$ cat src/rtl/io_gpio_irq_ctrl.sv
// Wishbone-slave GPIO and edge-interrupt controller for the 16 user pads.
// Pads io[37:30] map to bits 15:8 and io[7:0] to bits 7:0.
module io_gpio_irq_ctrl #(
  parameter logic [31:0] BASE_ADDR   = 32'h3000_0000,
  parameter int unsigned SYNC_STAGES = 2
) (
  input  logic        wb_clk_i,
  input  logic        wb_rst_n,
  input  logic        wbs_cyc_i,
  input  logic        wbs_stb_i,
  input  logic        wbs_we_i,
  input  logic [3:0]  wbs_sel_i,
  input  logic [31:0] wbs_adr_i,
  input  logic [31:0] wbs_dat_i,
  output logic        wbs_ack_o,
  output logic [31:0] wbs_dat_o,
  input  logic [15:0] io_in,
  output logic [15:0] io_out,
  output logic [15:0] io_oeb,
  output logic [2:0]  irq
);

  typedef enum logic [2:0] {
    REG_OUT     = 3'd0,
    REG_OEB     = 3'd1,
    REG_IN      = 3'd2,
    REG_RISE_EN = 3'd3,
    REG_FALL_EN = 3'd4,
    REG_STATUS  = 3'd5,
    REG_RSV6    = 3'd6,
    REG_RSV7    = 3'd7
  } reg_idx_e;

  logic [15:0] out_q;
  logic [15:0] oeb_q;
  logic [15:0] rise_en_q;
  logic [15:0] fall_en_q;
  logic [15:0] status_q;
  logic [15:0] sync_q [SYNC_STAGES];
  logic [15:0] prev_q;

  logic        addr_hit;
  logic        req;
  logic        wr_req;
  reg_idx_e    idx;
  logic [15:0] byte_mask;
  logic [15:0] sync_val;
  logic [15:0] rise;
  logic [15:0] fall;
  logic [15:0] clr;
  logic [15:0] rd_data;
  logic        unused_bits;

  assign addr_hit  = (wbs_adr_i[31:5] == BASE_ADDR[31:5]);
  assign req       = wbs_cyc_i & wbs_stb_i & addr_hit & ~wbs_ack_o;
  assign wr_req    = req & wbs_we_i;
  assign idx       = reg_idx_e'(wbs_adr_i[4:2]);
  assign byte_mask = {{8{wbs_sel_i[1]}}, {8{wbs_sel_i[0]}}};
  assign sync_val  = sync_q[SYNC_STAGES-1];
  assign rise      = sync_val & ~prev_q;
  assign fall      = ~sync_val & prev_q;
  assign clr       = (wr_req && idx == REG_STATUS) ? (wbs_dat_i[15:0] & byte_mask) : '0;

  assign io_out = out_q;
  assign io_oeb = oeb_q;
  assign irq    = {|status_q, |status_q[15:8], |status_q[7:0]};

  assign unused_bits = &{1'b0, wbs_sel_i[3:2], wbs_adr_i[1:0], wbs_dat_i[31:16]};

  // Read-data mux over the register map; reserved slots read zero.
  always_comb begin
    rd_data = '0;
    case (idx)
      REG_OUT:     rd_data = out_q;
      REG_OEB:     rd_data = oeb_q;
      REG_IN:      rd_data = sync_val;
      REG_RISE_EN: rd_data = rise_en_q;
      REG_FALL_EN: rd_data = fall_en_q;
      REG_STATUS:  rd_data = status_q;
      default:     rd_data = '0;
    endcase
  end

  // Pad input synchronizer chain followed by the edge-detect history flop.
  always_ff @(posedge wb_clk_i) begin
    if (!wb_rst_n) begin
      for (int unsigned i = 0; i < SYNC_STAGES; i++) sync_q[i] <= '0;
      prev_q <= '0;
    end else begin
      sync_q[0] <= io_in;
      for (int unsigned i = 1; i < SYNC_STAGES; i++) sync_q[i] <= sync_q[i-1];
      prev_q <= sync_val;
    end
  end

  // Single-cycle ack with read data registered alongside it.
  always_ff @(posedge wb_clk_i) begin
    if (!wb_rst_n) begin
      wbs_ack_o <= 1'b0;
      wbs_dat_o <= '0;
    end else if (req) begin
      wbs_ack_o <= 1'b1;
      wbs_dat_o <= {16'h0000, rd_data};
    end else begin
      wbs_ack_o <= 1'b0;
      wbs_dat_o <= '0;
    end
  end

  // Byte-masked writes to the RW control registers, on the acking edge.
  always_ff @(posedge wb_clk_i) begin
    if (!wb_rst_n) begin
      out_q     <= '0;
      oeb_q     <= '1;
      rise_en_q <= '0;
      fall_en_q <= '0;
    end else if (wr_req) begin
      case (idx)
        REG_OUT:     out_q     <= (out_q & ~byte_mask) | (wbs_dat_i[15:0] & byte_mask);
        REG_OEB:     oeb_q     <= (oeb_q & ~byte_mask) | (wbs_dat_i[15:0] & byte_mask);
        REG_RISE_EN: rise_en_q <= (rise_en_q & ~byte_mask) | (wbs_dat_i[15:0] & byte_mask);
        REG_FALL_EN: fall_en_q <= (fall_en_q & ~byte_mask) | (wbs_dat_i[15:0] & byte_mask);
        default: ;
      endcase
    end
  end

  // Sticky status: set terms are OR-ed after the clear so a same-cycle set wins.
  always_ff @(posedge wb_clk_i) begin
    if (!wb_rst_n) begin
      status_q <= '0;
    end else begin
      status_q <= (status_q & ~clr) | (rise & rise_en_q) | (fall & fall_en_q);
    end
  end

endmodule

$ cat config.mk
export PLATFORM = sky130hd
export DESIGN_NAME = io_gpio_irq_ctrl
export DESIGN_NICKNAME = d
export VERILOG_FILES = /design/src/rtl/io_gpio_irq_ctrl.sv
export SDC_FILE = /design/constraint.sdc
export NUM_CORES = 1
export LEC_CHECK = 0
export BUFFER_PORTS_ARGS = -buffer_cell sky130_fd_sc_hd__buf_2
export CAP_MARGIN = 20
export CORE_MARGIN = 5
export CORE_UTILIZATION = 57
export CTS_CLUSTER_DIAMETER = 40
export CTS_CLUSTER_SIZE = 12
export DETAILED_ROUTE_END_ITERATION = 7
export GPL_TIMING_DRIVEN = 0
export PLACE_DENSITY = 0.85
export SLEW_MARGIN = 10
export SYNTH_ARGS = -nofsm -noshare
export SYNTH_HDL_FRONTEND = slang
export SYNTH_SLANG_ARGS = --single-unit
$ cat constraint.sdc
create_clock -name wb_clk_i -period 3.7 [get_ports wb_clk_i]
set_clock_uncertainty 0.2 [all_clocks]
set_input_delay 0.37 -clock wb_clk_i [delete_from_list [all_inputs] [get_ports wb_clk_i]]
set_output_delay 0.37 -clock wb_clk_i [all_outputs]
set_load 0.02 [all_outputs]
==> reports/metrics.csv, run 1 <==
metric,value,unit
crit_required,3130,ps
antenna_found_initial,0,
r2r-start,wbs_ack_o,
r2r_slack,1330,ps
min_from,wbs_adr_i[4],
synth-seq-cells,145,
clk_path_buf_depth,2,
critPathKind,reg2out,
clockRootBuffer,clkbuf_8,
drtIter0Drc,691,
cts.sinks,145,
fin_setup_tns,0,ps
critPathArrivalTime,1890,ps
tightestPinTransition,966,ps
synth_cells,644,
ir_drop,0.336,mV
ios,157,
die_x,116,um
yosys-top-cells-area,"dfxtp_1 46%, mux2i_1 11%, nand2_1 5.4%",
clkTransAtPathRegs,60,ps
rr_worst_depth,6,
fin_crit_sh,0.664,
vias,5786,
drc_errors,0,
setup_violations,0,
layout_commonest_cell,dfxtp_1,
slew_viol_final,0,
rows,38,
grt_start_max_net_pins,17,
crit_path_max_fanout,3,
hold_violations,0,
power_density,443,nW/um^2
mostFrequentLayoutCells,"145 x dfxtp_1, 122 x buf_2, 92 x nand2_1",
via_per_inst,5.90,
grt_setup_unrepaired,false,
postCtsSetupBuffers,0,
min_to,wbs_dat_o[4],
ant_nets,0,
gp_congestion,0.975,
place_hpwl,13.6,mm
drv_cap,0,
yosysSeqAreaShare,0.457,
fmax,407,MHz
h-tree-depth,4,
grt_pass1_vias,5698,
die_y,116,um
wl_per_cell,20.2,um
fin_ws,1240,ps
numCtsBuffers,17,
syn_area,6350,um^2
clkLatencyLatePin,540,ps
initial_utilization,0.583,
synth_top_area_frac,0.457,
synth_edf_count,0,
yosysUniqueCellTypes,41,
layout.nets,917,
max_slew_margin,0.351,
status,"complete, no violations",
n_antenna_cell,0,
finalWirelength,19.8,mm
dieArea,13300,um^2
async_flop_share,0,
port_buffers,118,
ys_warn_count,0,
min_period,2460,ps
reg2reg_to,wbs_dat_o[10],
pre_cts_slack,988,ps
fillCellCount,753,
holdPathStages,4,
area_delta_synth_final,27.3,%
syn_avg_cell_area,9.85,um^2
synth_top_area_cell,dfxtp_1,
leakagePower,3.45,nW
drt-pass1-iter-count,7,
core,10900,um^2
grt_pass1_wl,30.2,mm
cts_tree,built,
startpoint_type,register,
post_cts_resized,0,
ys_dominant_reg_cell,dfxtp_1,
grt.overflow.total,0,
holdWs,177,ps
worst_hold_path_type,in2reg,
grt_usage,0.299,
cp-end-kind,primary output,
drive_gt1_frac,0.243,
cell type report:
cell class                      instances  area (um^2)  share of cell area
Sequential cell                       145         2900               0.359
Clock buffer                           18          428              0.0529
Buffer                                 50          253              0.0313
Tap cell                              140          175              0.0217
Clock inverter                         14          165              0.0204
Timing Repair Buffer                  150          911               0.113
Multi-Input combinational cell        461         3240               0.400
Inverter                                3         11.3             0.00139
logic make-up after synthesis:
family,synth area share
DFF,0.457
buffers and inverters,0.0416
muxes,0.134
AOI/OAI and AO/OA,0.122
and+or+nand+nor,0.244
other,0.000591
cells in the mapped netlist (10+ instances only):
cell / n
nand3_1: 10
nand3b_1: 16
and2_1: 51
dfxtp_1: 145
o21a_1: 16
nor2b_1: 38
nor2_1: 11
o21ai_0: 32
mux2_2: 12
a21oi_1: 11
a31oi_1: 16
buf_4: 16
mux2i_1: 69
nor4_4: 11
nand2_1: 92
clkbuf_1: 25
layer usage:
layer	up-vias	global-route usage	routed length [um]
met5	-	0	0
met4	0	0.146	767
met3	81	0.0668	2280
met2	415	0.492	9330
met1	2672	0.373	7450
li1	2618	-	-
how the worst max path moves through the flow:
stage,startpoint,end,slack (ps),depth (start not counted)
floorplan,wbs_adr_i[26],register,1630,4
global placement,wbs_adr_i[2],register,1050,5
detailed placement,wbs_adr_i[2],register,990,5
CTS,status_q[7],irq[2],1250,3
global route,wbs_ack_o,wbs_dat_o[10],1220,6
finish,status_q[7],irq[2],1240,3
critical path, stage by stage, from the launching register on:
cell,delay (ps)
dfxtp_1,330
nor4_1,660
nand4_1,170
buf_2,200
power breakdown:
part | switching, W | total, W | internal [W]
logic | 0.000154 | 0.000266 | 0.000112
registers | 0.0000143 | 0.00160 | 0.00158
clock network | 0.000677 | 0.00172 | 0.00104
per-stage QoR:
step / power [W] / utilization / instances / area [um^2]
finish: 0.00358 / 0.742 / 981 / 8080
global route: 0.00366 / 0.742 / 981 / 8080
CTS: 0.00357 / 0.742 / 981 / 8080
detailed placement: 0.00186 / 0.658 / 917 / 7170
global placement: 0.00185 / 0.658 / 917 / 7170
floorplan: 0.00176 / - / 659 / 6400
repair_timing:
item | 4_1_cts | 5_1_grt
setup endpoints to repair | 0 | 0
hold buffers | 32 | 0
hold endpoints to repair | 90 | 0
Note: power is estimated with default switching activity, not from simulation.
==> inputs of run 2 (changes only) <==
--- a/config.mk
+++ b/config.mk
@@ -5,15 +5,16 @@
 export SDC_FILE = /design/constraint.sdc
 export NUM_CORES = 1
 export LEC_CHECK = 0
+export ABC_AREA = 1
 export BUFFER_PORTS_ARGS = -buffer_cell sky130_fd_sc_hd__buf_2
 export CAP_MARGIN = 20
 export CORE_MARGIN = 5
-export CORE_UTILIZATION = 57
+export CORE_UTILIZATION = 54
 export CTS_CLUSTER_DIAMETER = 40
 export CTS_CLUSTER_SIZE = 12
 export DETAILED_ROUTE_END_ITERATION = 7
 export GPL_TIMING_DRIVEN = 0
-export PLACE_DENSITY = 0.85
+export PLACE_DENSITY = 0.8
 export SLEW_MARGIN = 10
 export SYNTH_ARGS = -nofsm -noshare
 export SYNTH_HDL_FRONTEND = slang
==> constraint.sdc (replaced) <==
create_clock -name wb_clk_i -period 2.5 [get_ports wb_clk_i]
set_clock_uncertainty 0.2 [all_clocks]
set_input_delay 0.25 -clock wb_clk_i [delete_from_list [all_inputs] [get_ports wb_clk_i]]
set_output_delay 0.25 -clock wb_clk_i [all_outputs]
set_load 0.02 [all_outputs]
==> reports/metrics.csv, run 2 <==
metric,value,unit
worst_hold_path_type,in2reg,
grtUsageMet2,0.437,
fin_setup_tns,0,ps
synth_cells,987,
crit_chain,nor4_1 > nand4_1 > buf_2,
p_total,0.00528,W
yosys-top-cells-area,"dfxtp_1 44%, nand2_1 17%, inv_1 11%",
leakagePower,4.24,nW
rows,40,
ios,157,
drtIter0Drc,686,
n_antenna_cell,0,
pwr-share-seq,0.446,
ir_drop,0.433,mV
cts.sinks,145,
grt_start_max_net_pins,17,
synth_edf_count,0,
grt_pass1_wl,30.3,mm
synth_common_cells,"299 x nand2_1, 186 x inv_1, 145 x dfxtp_1",
synth_top_area_frac,0.440,
wl_per_cell,14.3,um
drv_cap,0,
met3_usage,0.0603,
ant_nets,0,
min_period,2250,ps
clock_power_share,0.486,
core,12000,um^2
final_cells,1317,
power_density,643,nW/um^2
p_comb_frac,0.068,
r2r-start,wbs_ack_o,
rr_worst_depth,11,
max_slew_margin,0.474,
crit_start,status_q[13],
p_switching,0.00120,W
clk_path_buf_depth,2,
ys_dominant_reg_cell,dfxtp_1,
async_flop_share,0,
tightestPinTransition,781,ps
hold_violations,0,
mostFrequentLayoutCells,"299 x nand2_1, 186 x inv_1, 145 x dfxtp_1",
layout_commonest_cell,nand2_1,
slew_viol_final,0,
die_y,121,um
grt_pass1_vias,6300,
crit_required,2050,ps
crit_buf_inv,1,
place_hpwl,13.9,mm
clockRootBuffer,clkbuf_16,
status,"complete, no violations",
fillCellCount,1005,
critPathKind,reg2out,
critPathTopFamily,simple AND/OR/NAND/NOR gates,
initial_utilization,0.549,
postCtsSetupBuffers,0,
syn_avg_cell_area,6.68,um^2
holdBufCountCts,19,
clkTransAtPathRegs,60,ps
area_delta_synth_final,24.5,%
grt_usage,0.265,
startpoint_type,register,
crit_path_max_fanout,3,
setup_violations,0,
busiest_layer,met2,
synth_top_area_cell,dfxtp_1,
cp.depth,3,
post_cts_resized,0,
via_per_inst,4.98,
cts_tree,built,
ys_warn_count,0,
drt-pass1-iter-count,5,
cp-end-kind,primary output,
r2r_slack,490,ps
slowest_stage,nor4_1,
grt_use_met1,0.334,
drc_errors,0,
grt_setup_unrepaired,false,
critPathArrivalTime,1800,ps
fin_crit_sh,0.900,
port_buffers,118,
p_sw_frac,0.228,
grt.overflow.total,0,
h-tree-depth,4,
dp_cells,1267,
yosysSeqAreaShare,0.440,
fmax,445,MHz
clkLatencyLatePin,420,ps
antenna_found_initial,0,
die_x,121,um
synth-seq-cells,145,
yosysUniqueCellTypes,27,
syn_area,6600,um^2
finalWirelength,18.8,mm
drive_gt1_frac,0.157,
dieArea,14500,um^2
worstSetupEndpoint,irq[2],
gp_congestion,0.951,
max_stage_delay,700,ps
numCtsBuffers,17,
vias,6563,
internal_power,0.00408,W
synth.most_common_cell,nand2_1,
layout.nets,1247,
==> run 2: final cells by class <==
type / count / area, um^2 / share of cell area
plain buffers: 59 / 322 / 0.0392
clock buffers: 21 / 460 / 0.0561
clock inverters: 10 / 134 / 0.0163
inverters: 187 / 702 / 0.0855
multi-input cells: 611 / 2730 / 0.332
flip-flops and latches: 145 / 2900 / 0.353
well taps: 147 / 184 / 0.0224
repair buffers: 137 / 781 / 0.0951
==> run 2: worst min-delay path by stage <==
stage / start / depth (start not counted) / slack, ps / to
final: wbs_dat_i[1] / 5 / 20 / register
after global routing: wbs_dat_i[15] / 5 / 50 / register
after CTS: wbs_dat_i[1] / 5 / 2 / register
after detailed placement: sync_q[0][7] / 2 / 200 / sync_q[0][23]
after global placement: sync_q[0][1] / 2 / 190 / sync_q[0][17]
after floorplan: io_in[0] / 2 / 150 / sync_q[0][0]
==> run 2: worst reg2reg max path, cell delays in order, from the launching register on <==
cell and delay (ps):
dfxtp_1 310, inv_1 50, nand2_1 40, nor2_1 90, nand2_1 80, nor2_1 150, nand3_2 210, nor2_4 290
buf_4 240, nand3_1 80, nand2_1 80, nor2_1 40
==> run 2: metrics by stage <==
step                      hold WS (ps)  area [um^2]  worst slack [ps]  utilization
after global routing              53.7         8210               253        0.684
after detailed placement           196         7430               341        0.618
final                             15.5         8210               251        0.684
after CTS                         2.15         8210               202        0.684
after floorplan                    148         6650               780            -
after global placement             193         7430               363        0.618
==> run 2: kinds of logic (layout without fill, tap and decap cells) <==
group,Yosys count,after routing,synth area share
AND/OR/NAND/NOR,514,514,0.333
buffers and inverters,246,414,0.155
flip-flops,145,145,0.440
AO/OA/AOI/OAI,81,81,0.0708
other,1,16,0.000568
==> run 2: power groups by stage <==
stage               clock, W  combinational (W)  sequential [W]
finish               0.00256           0.000358         0.00236
global route         0.00270           0.000397         0.00236
CTS                  0.00259           0.000351         0.00236
detailed placement         0           0.000326         0.00241
global placement           0           0.000323         0.00240
floorplan                  0           0.000201         0.00240
==> run 2: layer usage <==
layer | part of all wire | vias to the layer above
met5 | 0 | -
met4 | 0.026 | 0
met3 | 0.089 | 43
met2 | 0.46 | 303
met1 | 0.43 | 2855
li1 | - | 3362
